--- src/rtl/sprite_scanline_engine_if.sv ---
// Bus bundle between the sprite scanline engine and its surroundings: sprite RAM read port,
// line control, slot descriptors for the tile draw units and the pixel compositor path.
interface sprite_scanline_engine_if #(
    parameter int NUM_SPRITES = 64,
    parameter int SLOTS       = 8,
    parameter int SPRITE_H    = 16,
    parameter int RGB_W       = 12
) ();
    localparam int ADDR_W = $clog2(NUM_SPRITES);
    localparam int ROW_W  = $clog2(SPRITE_H);

    logic                     line_start;
    logic [9:0]               next_line;
    logic [ADDR_W-1:0]        oam_addr;
    logic [31:0]              oam_rdata;
    logic [SLOTS*32-1:0]      slot_desc;
    logic [SLOTS*ROW_W-1:0]   slot_row;
    logic [SLOTS-1:0]         slot_valid;
    logic                     scan_busy;
    logic                     overflow;
    logic                     scan_late;
    logic [SLOTS*RGB_W-1:0]   slot_pix;
    logic [SLOTS-1:0]         slot_opaque;
    logic                     pix_valid;
    logic [RGB_W-1:0]         bg_rgb;
    logic                     bg_opaque;
    logic [RGB_W-1:0]         rgb_out;
    logic                     rgb_valid;

    // Environment side: timing generator, sprite RAM and draw units.
    modport master (
        output line_start, next_line, oam_rdata, slot_pix, slot_opaque,
               pix_valid, bg_rgb, bg_opaque,
        input  oam_addr, slot_desc, slot_row, slot_valid, scan_busy,
               overflow, scan_late, rgb_out, rgb_valid
    );

    // Engine side.
    modport slave (
        input  line_start, next_line, oam_rdata, slot_pix, slot_opaque,
               pix_valid, bg_rgb, bg_opaque,
        output oam_addr, slot_desc, slot_row, slot_valid, scan_busy,
               overflow, scan_late, rgb_out, rgb_valid
    );
endinterface

--- src/rtl/sprite_scanline_engine.sv ---
// Sprite line evaluator: scans sprite RAM into a pending slot bank for the next line, swaps it
// to the active bank on line_start, and composites the per-slot pixels over the background.
module sprite_scanline_engine #(
    parameter int NUM_SPRITES = 64,
    parameter int SLOTS       = 8,
    parameter int SPRITE_H    = 16,
    parameter int RGB_W       = 12
) (
    input  logic                    clk,
    input  logic                    rstn,
    sprite_scanline_engine_if.slave bus
);
    localparam int ADDR_W = $clog2(NUM_SPRITES);
    localparam int ROW_W  = $clog2(SPRITE_H);
    localparam int SLOT_W = (SLOTS > 1) ? $clog2(SLOTS) : 1;
    localparam int HIT_W  = $clog2(SLOTS + 1);
    localparam int CYC_W  = ADDR_W + 1;

    localparam logic [CYC_W-1:0]      LAST_CYC   = CYC_W'(NUM_SPRITES);
    localparam logic [HIT_W-1:0]      HIT_FULL   = HIT_W'(SLOTS);
    localparam logic signed [10:0]    SPRITE_H_S = 11'(SPRITE_H);
    localparam logic [ROW_W-1:0]      ROW_MAX    = ROW_W'(SPRITE_H - 1);

    typedef enum logic {
        IDLE = 1'b0,
        SCAN = 1'b1
    } state_t;

    // Lines above the sprite top give a negative distance, so there is no wrap past line 1023.
    function automatic logic signed [10:0] line_dist(input logic [9:0] line, input logic [9:0] y);
        return $signed({1'b0, line}) - $signed({1'b0, y});
    endfunction

    function automatic logic [ROW_W-1:0] sprite_row(input logic signed [10:0] d, input logic vflip);
        logic [ROW_W-1:0] r;
        r = d[ROW_W-1:0];
        return vflip ? ROW_MAX - r : r;
    endfunction

    state_t                       state, state_nxt;
    logic [CYC_W-1:0]             cyc;
    logic [HIT_W-1:0]             hit_cnt, hit_cnt_nxt;
    logic [9:0]                   line_q;

    logic [SLOTS-1:0][31:0]       pend_desc, pend_desc_nxt, act_desc;
    logic [SLOTS-1:0][ROW_W-1:0]  pend_row, pend_row_nxt, act_row;
    logic [SLOTS-1:0]             pend_valid, pend_valid_nxt, act_valid;
    logic                         pend_ovf, pend_ovf_nxt;
    logic                         ovf_q, late_q;

    logic                         chk_vld_p1;
    logic signed [10:0]           dist_p1;
    logic                         hit_p1;
    logic [SLOT_W-1:0]            slot_sel;

    logic [SLOTS-1:0][RGB_W-1:0]  slot_pix_arr;
    logic                         win_found;
    logic [SLOT_W-1:0]            win_sel;
    logic [RGB_W-1:0]             comp_rgb;
    logic [RGB_W-1:0]             rgb_p1;
    logic                         vld_p1;

    always_ff @(posedge clk or negedge rstn) begin
        if (!rstn) state <= IDLE;
        else       state <= state_nxt;
    end

    // Stage p1: RAM data for the address issued last cycle is checked against the line.
    always_comb begin
        state_nxt      = state;
        hit_cnt_nxt    = hit_cnt;
        pend_desc_nxt  = pend_desc;
        pend_row_nxt   = pend_row;
        pend_valid_nxt = pend_valid;
        pend_ovf_nxt   = pend_ovf;

        chk_vld_p1 = (state == SCAN) && (cyc != '0);
        dist_p1    = line_dist(line_q, bus.oam_rdata[9:0]);
        hit_p1     = chk_vld_p1 && bus.oam_rdata[31] && !dist_p1[10] && (dist_p1 < SPRITE_H_S);
        slot_sel   = hit_cnt[SLOT_W-1:0];

        if (hit_p1) begin
            if (hit_cnt == HIT_FULL) begin
                pend_ovf_nxt = 1'b1;
            end else begin
                pend_desc_nxt[slot_sel]  = bus.oam_rdata;
                pend_row_nxt[slot_sel]   = sprite_row(dist_p1, bus.oam_rdata[30]);
                pend_valid_nxt[slot_sel] = 1'b1;
                hit_cnt_nxt              = hit_cnt + 1'b1;
            end
        end

        if (bus.line_start) begin
            state_nxt = SCAN;
        end else if (state == SCAN) begin
            if ((cyc == LAST_CYC) || (hit_p1 && (hit_cnt == HIT_FULL)))
                state_nxt = IDLE;
        end
    end

    always_ff @(posedge clk or negedge rstn) begin
        if (!rstn) begin
            cyc        <= '0;
            hit_cnt    <= '0;
            line_q     <= '0;
            pend_desc  <= '0;
            pend_row   <= '0;
            pend_valid <= '0;
            pend_ovf   <= 1'b0;
        end else if (bus.line_start) begin
            cyc        <= '0;
            hit_cnt    <= '0;
            line_q     <= bus.next_line;
            pend_desc  <= '0;
            pend_row   <= '0;
            pend_valid <= '0;
            pend_ovf   <= 1'b0;
        end else if (state == SCAN) begin
            cyc        <= (state_nxt == SCAN) ? cyc + 1'b1 : '0;
            hit_cnt    <= hit_cnt_nxt;
            pend_desc  <= pend_desc_nxt;
            pend_row   <= pend_row_nxt;
            pend_valid <= pend_valid_nxt;
            pend_ovf   <= pend_ovf_nxt;
        end
    end

    // The commit takes the _nxt view so a hit checked on the line_start cycle is not lost.
    always_ff @(posedge clk or negedge rstn) begin
        if (!rstn) begin
            act_desc  <= '0;
            act_row   <= '0;
            act_valid <= '0;
            ovf_q     <= 1'b0;
            late_q    <= 1'b0;
        end else if (bus.line_start) begin
            act_desc  <= pend_desc_nxt;
            act_row   <= pend_row_nxt;
            act_valid <= pend_valid_nxt;
            ovf_q     <= pend_ovf_nxt;
            late_q    <= (state == SCAN);
        end
    end

    assign slot_pix_arr = bus.slot_pix;

    // Stage p0: priority pick of the lowest opaque active slot, then the behind-bg test.
    always_comb begin
        win_found = 1'b0;
        win_sel   = '0;
        for (int i = 0; i < SLOTS; i++) begin
            if (!win_found && act_valid[i] && bus.slot_opaque[i]) begin
                win_found = 1'b1;
                win_sel   = SLOT_W'(i);
            end
        end
        comp_rgb = bus.bg_rgb;
        if (win_found && !(act_desc[win_sel][28] && bus.bg_opaque))
            comp_rgb = slot_pix_arr[win_sel];
    end

    always_ff @(posedge clk or negedge rstn) begin
        if (!rstn) begin
            rgb_p1 <= '0;
            vld_p1 <= 1'b0;
        end else begin
            vld_p1 <= bus.pix_valid;
            if (bus.pix_valid) rgb_p1 <= comp_rgb;
        end
    end

    assign bus.oam_addr   = cyc[ADDR_W-1:0];
    assign bus.scan_busy  = (state == SCAN);
    assign bus.slot_desc  = act_desc;
    assign bus.slot_row   = act_row;
    assign bus.slot_valid = act_valid;
    assign bus.overflow   = ovf_q;
    assign bus.scan_late  = late_q;
    assign bus.rgb_out    = rgb_p1;
    assign bus.rgb_valid  = vld_p1;
endmodule

--- src/flat_wrapper.sv ---
// flat-port wrapper written by rule: the top's interface ports become plain ports
module sprite_scanline_engine_flat 
#(
    parameter int NUM_SPRITES = 64,
    parameter int SLOTS       = 8,
    parameter int SPRITE_H    = 16,
    parameter int RGB_W       = 12
)
  (clk, rstn, bus_line_start, bus_next_line, bus_oam_rdata, bus_slot_pix, bus_slot_opaque, bus_pix_valid, bus_bg_rgb, bus_bg_opaque, bus_oam_addr, bus_slot_desc, bus_slot_row, bus_slot_valid, bus_scan_busy, bus_overflow, bus_scan_late, bus_rgb_out, bus_rgb_valid);
  sprite_scanline_engine_if #(.NUM_SPRITES(NUM_SPRITES), .SLOTS(SLOTS), .SPRITE_H(SPRITE_H), .RGB_W(RGB_W)) bus_i ();
  input  logic clk;
  input  logic rstn;
  input wire logic [$bits(bus_i.line_start)-1:0] bus_line_start;
  input wire logic [$bits(bus_i.next_line)-1:0] bus_next_line;
  input wire logic [$bits(bus_i.oam_rdata)-1:0] bus_oam_rdata;
  input wire logic [$bits(bus_i.slot_pix)-1:0] bus_slot_pix;
  input wire logic [$bits(bus_i.slot_opaque)-1:0] bus_slot_opaque;
  input wire logic [$bits(bus_i.pix_valid)-1:0] bus_pix_valid;
  input wire logic [$bits(bus_i.bg_rgb)-1:0] bus_bg_rgb;
  input wire logic [$bits(bus_i.bg_opaque)-1:0] bus_bg_opaque;
  output wire logic [$bits(bus_i.oam_addr)-1:0] bus_oam_addr;
  output wire logic [$bits(bus_i.slot_desc)-1:0] bus_slot_desc;
  output wire logic [$bits(bus_i.slot_row)-1:0] bus_slot_row;
  output wire logic [$bits(bus_i.slot_valid)-1:0] bus_slot_valid;
  output wire logic [$bits(bus_i.scan_busy)-1:0] bus_scan_busy;
  output wire logic [$bits(bus_i.overflow)-1:0] bus_overflow;
  output wire logic [$bits(bus_i.scan_late)-1:0] bus_scan_late;
  output wire logic [$bits(bus_i.rgb_out)-1:0] bus_rgb_out;
  output wire logic [$bits(bus_i.rgb_valid)-1:0] bus_rgb_valid;
  assign bus_i.line_start = bus_line_start;
  assign bus_i.next_line = bus_next_line;
  assign bus_i.oam_rdata = bus_oam_rdata;
  assign bus_i.slot_pix = bus_slot_pix;
  assign bus_i.slot_opaque = bus_slot_opaque;
  assign bus_i.pix_valid = bus_pix_valid;
  assign bus_i.bg_rgb = bus_bg_rgb;
  assign bus_i.bg_opaque = bus_bg_opaque;
  assign bus_oam_addr = bus_i.oam_addr;
  assign bus_slot_desc = bus_i.slot_desc;
  assign bus_slot_row = bus_i.slot_row;
  assign bus_slot_valid = bus_i.slot_valid;
  assign bus_scan_busy = bus_i.scan_busy;
  assign bus_overflow = bus_i.overflow;
  assign bus_scan_late = bus_i.scan_late;
  assign bus_rgb_out = bus_i.rgb_out;
  assign bus_rgb_valid = bus_i.rgb_valid;
  sprite_scanline_engine #(.NUM_SPRITES(NUM_SPRITES), .SLOTS(SLOTS), .SPRITE_H(SPRITE_H), .RGB_W(RGB_W)) u_core (.clk(clk), .rstn(rstn), .bus(bus_i));
endmodule
--- config.mk ---
export PLATFORM = sky130hd
export DESIGN_NAME = sprite_scanline_engine_flat
export DESIGN_NICKNAME = d
export VERILOG_FILES = /design/src/rtl/sprite_scanline_engine_if.sv /design/src/rtl/sprite_scanline_engine.sv /design/src/flat_wrapper.sv
export SDC_FILE = /design/constraint.sdc
export NUM_CORES = 1
export LEC_CHECK = 0
export ABC_AREA = 1
export BUFFER_PORTS_ARGS = -buffer_cell sky130_fd_sc_hd__buf_2
export CORE_ASPECT_RATIO = 1.5
export CORE_UTILIZATION = 45
export DETAILED_ROUTE_END_ITERATION = 6
export GPL_ROUTABILITY_DRIVEN = 0
export PLACE_DENSITY = 0.65
export SLEW_MARGIN = 20
export SYNTH_ARGS = -nofsm -noshare
export SYNTH_HDL_FRONTEND = slang
export SYNTH_SLANG_ARGS = --single-unit
export TNS_END_PERCENT = 10
--- constraint.sdc ---
create_clock -name clk -period 2.8 [get_ports clk]
set_input_delay 0.56 -clock clk [delete_from_list [all_inputs] [get_ports clk]]
set_output_delay 0.56 -clock clk [all_outputs]
set_load 0.03 [all_outputs]
==> reports/metrics.yaml <==
path_cells: "inv_2 -> ha_4 -> inv_4 -> fa_2 -> nand3_2 -> nand3_2 -> xnor2_2 -> nand4_1 -> nor3b_2 -> nand3_4 -> clkinv_8 -> buf_12 -> buf_12 -> nand2_1 -> nand2_1 -> o21ai_1"
cp.required_ns: 3.29
status: "complete, no violations"
maxCapViolCount: 0
cts_root_buf: "clkbuf_16"
slew_viol_final: 0
dp_hpwl_mm: 72.81
clock_path_buffers: 3
finalNonFillerCells: 5867
cp_slowest_cell: "dfrtp_1"
ys_warn_count: 0
end_kind: "register"
cts_tree: "built"
fin_skew_ns: 0.01580
die_w_um: 218.8
leakage_uw: 0.02084
h-tree-depth: 2
viasPerCell: 5.116
final_core_util_pct: 56.14
hold_viol: 0
ff2ff_path_depth: 16
power_density_nw_per_um2: 529.1
path_depth: 16
synth.distinct_cells: 33
num_vias: 30020
holdWs_ns: 0.1582
tns_ns: 0
finalSetupViolCount: 0
r2r_end: "u_core.bus.slot_desc[51]"
fmax_mhz: 363.1
port-buffer-count: 480
synth_largest_area_cell: "dfrtp_1"
antenna_found_initial: 4
wl_mm: 110.1
hp-class: "input port to register"
period_needed_ns: 2.754
wire_per_inst_um: 18.77
synthCells: 4482
cts-buffers-inserted: 60
clk_latency_ns: 0.64
synth.top_cell.area_share_pct: 49.68
grt_pass1_wl_mm: 164.0
ys_ff_latch: 630
core_sq_um: 69390
drt_iter0_drc: 2704
path_clk_slew_ns: 0.07
nets: 5101
worstMarginPinSlew_ns: 1.033
critPathArrivalTime_ns: 3.25
design.die.area_sq_um: 71600
cp_max_fo: 23
area_delta_synth_final_pct: 22.76
syn_area_per_cell_sq_um: 7.080
crit_buf_inv: 5
rsz0062_at_grt: "true"
ant_nets: 0
overflow: 0
endpoint: "u_core.bus.slot_desc[51]"
worstSetupPathType: "register to register"
start_util_pct: 45.73
grt_usage_pct: 30.12
grt_pass1_vias: 27470
drive_gt1_share_pct: 18.64
ir_worst_vdd_mv: 0.5175
grt_max_degree: 151
synth.yosys.seq_area_share_pct: 49.68
period_share_pct: 98.36
slew_headroom_pct: 31.06
slowest_delay_ns: 0.37
path_delay_family: "simple AND/OR/NAND/NOR gates"
io-pin-count: 481
first_pass_iters: 6
worstSetupStartpoint: "u_core.line_q[0]"
startpoint_type: "register"
power_uw: 20610
place_inst: 5742
syn_area_sq_um: 31730
syn_nets: 4660
clock_sinks: 630
synth_top_cells_by_area: "dfrtp_1 (50%), nand2_1 (22%), o21ai_0 (7.4%), inv_1 (5.6%), o21ai_1 (4.3%)"
antenna_cells: 0
fillCellCount: 6606
worstReg2RegStart: "u_core.line_q[0]"
die_h_um: 327.2
route.detailed.drc: 0
regToRegSetupSlack_ns: 0.05
fp-row-count: 118
## sequential cells by signal, indices dropped and copies added (netlist names)
| name | count |
|---|---|
| u_core.cyc | 7 |
| u_core.line_q | 10 |
| u_core.pend_desc | 256 |
| u_core.hit_cnt | 4 |
| u_core.bus.overflow | 1 |
| u_core.bus.rgb_valid | 1 |
| u_core.bus.slot_row | 32 |
| u_core.bus.scan_busy | 1 |
| u_core.pend_row | 32 |
| u_core.bus.scan_late | 1 |
| u_core.pend_valid | 8 |
| u_core.bus.slot_valid | 8 |
| u_core.bus.rgb_out | 12 |
| u_core.bus.slot_desc | 256 |
| u_core.pend_ovf | 1 |
## kinds of logic (layout without fill, tap and decap cells)
| logic type | after synthesis | after routing | share of synthesized area, % |
|---|---|---|---|
| adders and majority gates | 15 | 15 | 0.6151 |
| buffers and inverters | 767 | 1252 | 9.558 |
| DFF | 630 | 630 | 49.68 |
| AOI/OAI and AO/OA | 753 | 753 | 11.92 |
| and+or+nand+nor | 2310 | 2310 | 28.04 |
| xor gates and xnor gates | 7 | 7 | 0.1932 |
## cells in the final DEF, fill, tap and decap left out, drive strengths merged
cell type    count
bufinv           5
a31oi            1
clkinv          23
inv            472
buf            650
nor3b            1
ha              14
nand3          125
dlygate4sd3      1
a21boi           1
dfrtp          630
xor2             4
or3              1
nand3b           1
a21o             1
nand2         1836
a21oi            9
nor3             3
or2              2
nor2           336
o21ai          740
fa               1
clkbuf         101
o21a             1
xnor2            3
nand4            5
## layout make-up
class	count	area (sq um)	share of cell area [%]
inverter	484	1847	4.741
clock buffer	90	1805	4.635
clock inverter	16	205.2	0.5268
tap	900	1126	2.891
sequential	630	15770	40.47
multi-input combinational	3085	13460	34.56
timing repair buffer	662	4745	12.18
## worst min-delay path: cells and delay by family
kind | cells | cell delay, ns
buf+inv | 1 | 0.08
compound gates | 1 | 0.07
simple gates | 1 | 0.05
## power by group
part           total, uW  internal (uW)  switching [uW]  leakage (uW)
Sequential          9520           9350             175       0.00873
Combinational       2590            760            1830        0.0111
Clock               8500           4870            3630       0.00100
## cells in the mapped netlist (all sizes together)
master	count
nand4	5
o21a	1
nor3b	1
xnor2	3
nand3	125
nand3b	1
a21oi	9
a21boi	1
dfrtp	630
or2	2
a21o	1
inv	472
xor2	4
a31oi	1
fa	1
nand2	1836
clkinv	12
nor3	3
clkbuf	187
o21ai	740
nor2	336
ha	14
buf	96
or3	1
## timing repair
action | in CTS | in global routing
gates resized for setup | 21 | 178
pin swaps | 0 | 18
hold endpoints to repair | 41 | 0
endpoints found under the setup margin | 409 | 607
setup buffers | 2 | 4
hold buffers | 1 | 0
cloned | 0 | 12
## layer usage
layer	up-vias	global-route usage, %	wire length (um)
met5	-	0	49
met1	13980	40.45	45360
met4	8	13.65	5356
met3	191	5.218	8813
li1	14660	-	-
met2	1175	47.49	50520
## per-stage QoR
stage	cell area [sq um]	worst slack (ns)
4_1_cts	38130	-0.06318
3_5_place_dp	36020	-0.3411
6_report	38950	0.04600
5_1_grt	38950	-0.1222
2_1_floorplan	31730	0.09617
3_3_place_gp	36020	-0.3606
## worst min path at each step
stage	start	end	cells past startpoint
after floorplan	rstn	u_core.bus.overflow	0
after global placement	u_core.bus.scan_late	u_core.bus.scan_late	2
after detailed placement	u_core.bus.rgb_out[6]	u_core.bus.rgb_out[6]	2
after CTS	bus_next_line[0]	u_core.line_q[0]	3
after global routing	bus_pix_valid	u_core.bus.rgb_valid	1
final	bus_next_line[0]	u_core.line_q[0]	3
(Power assumes the default switching activity.)
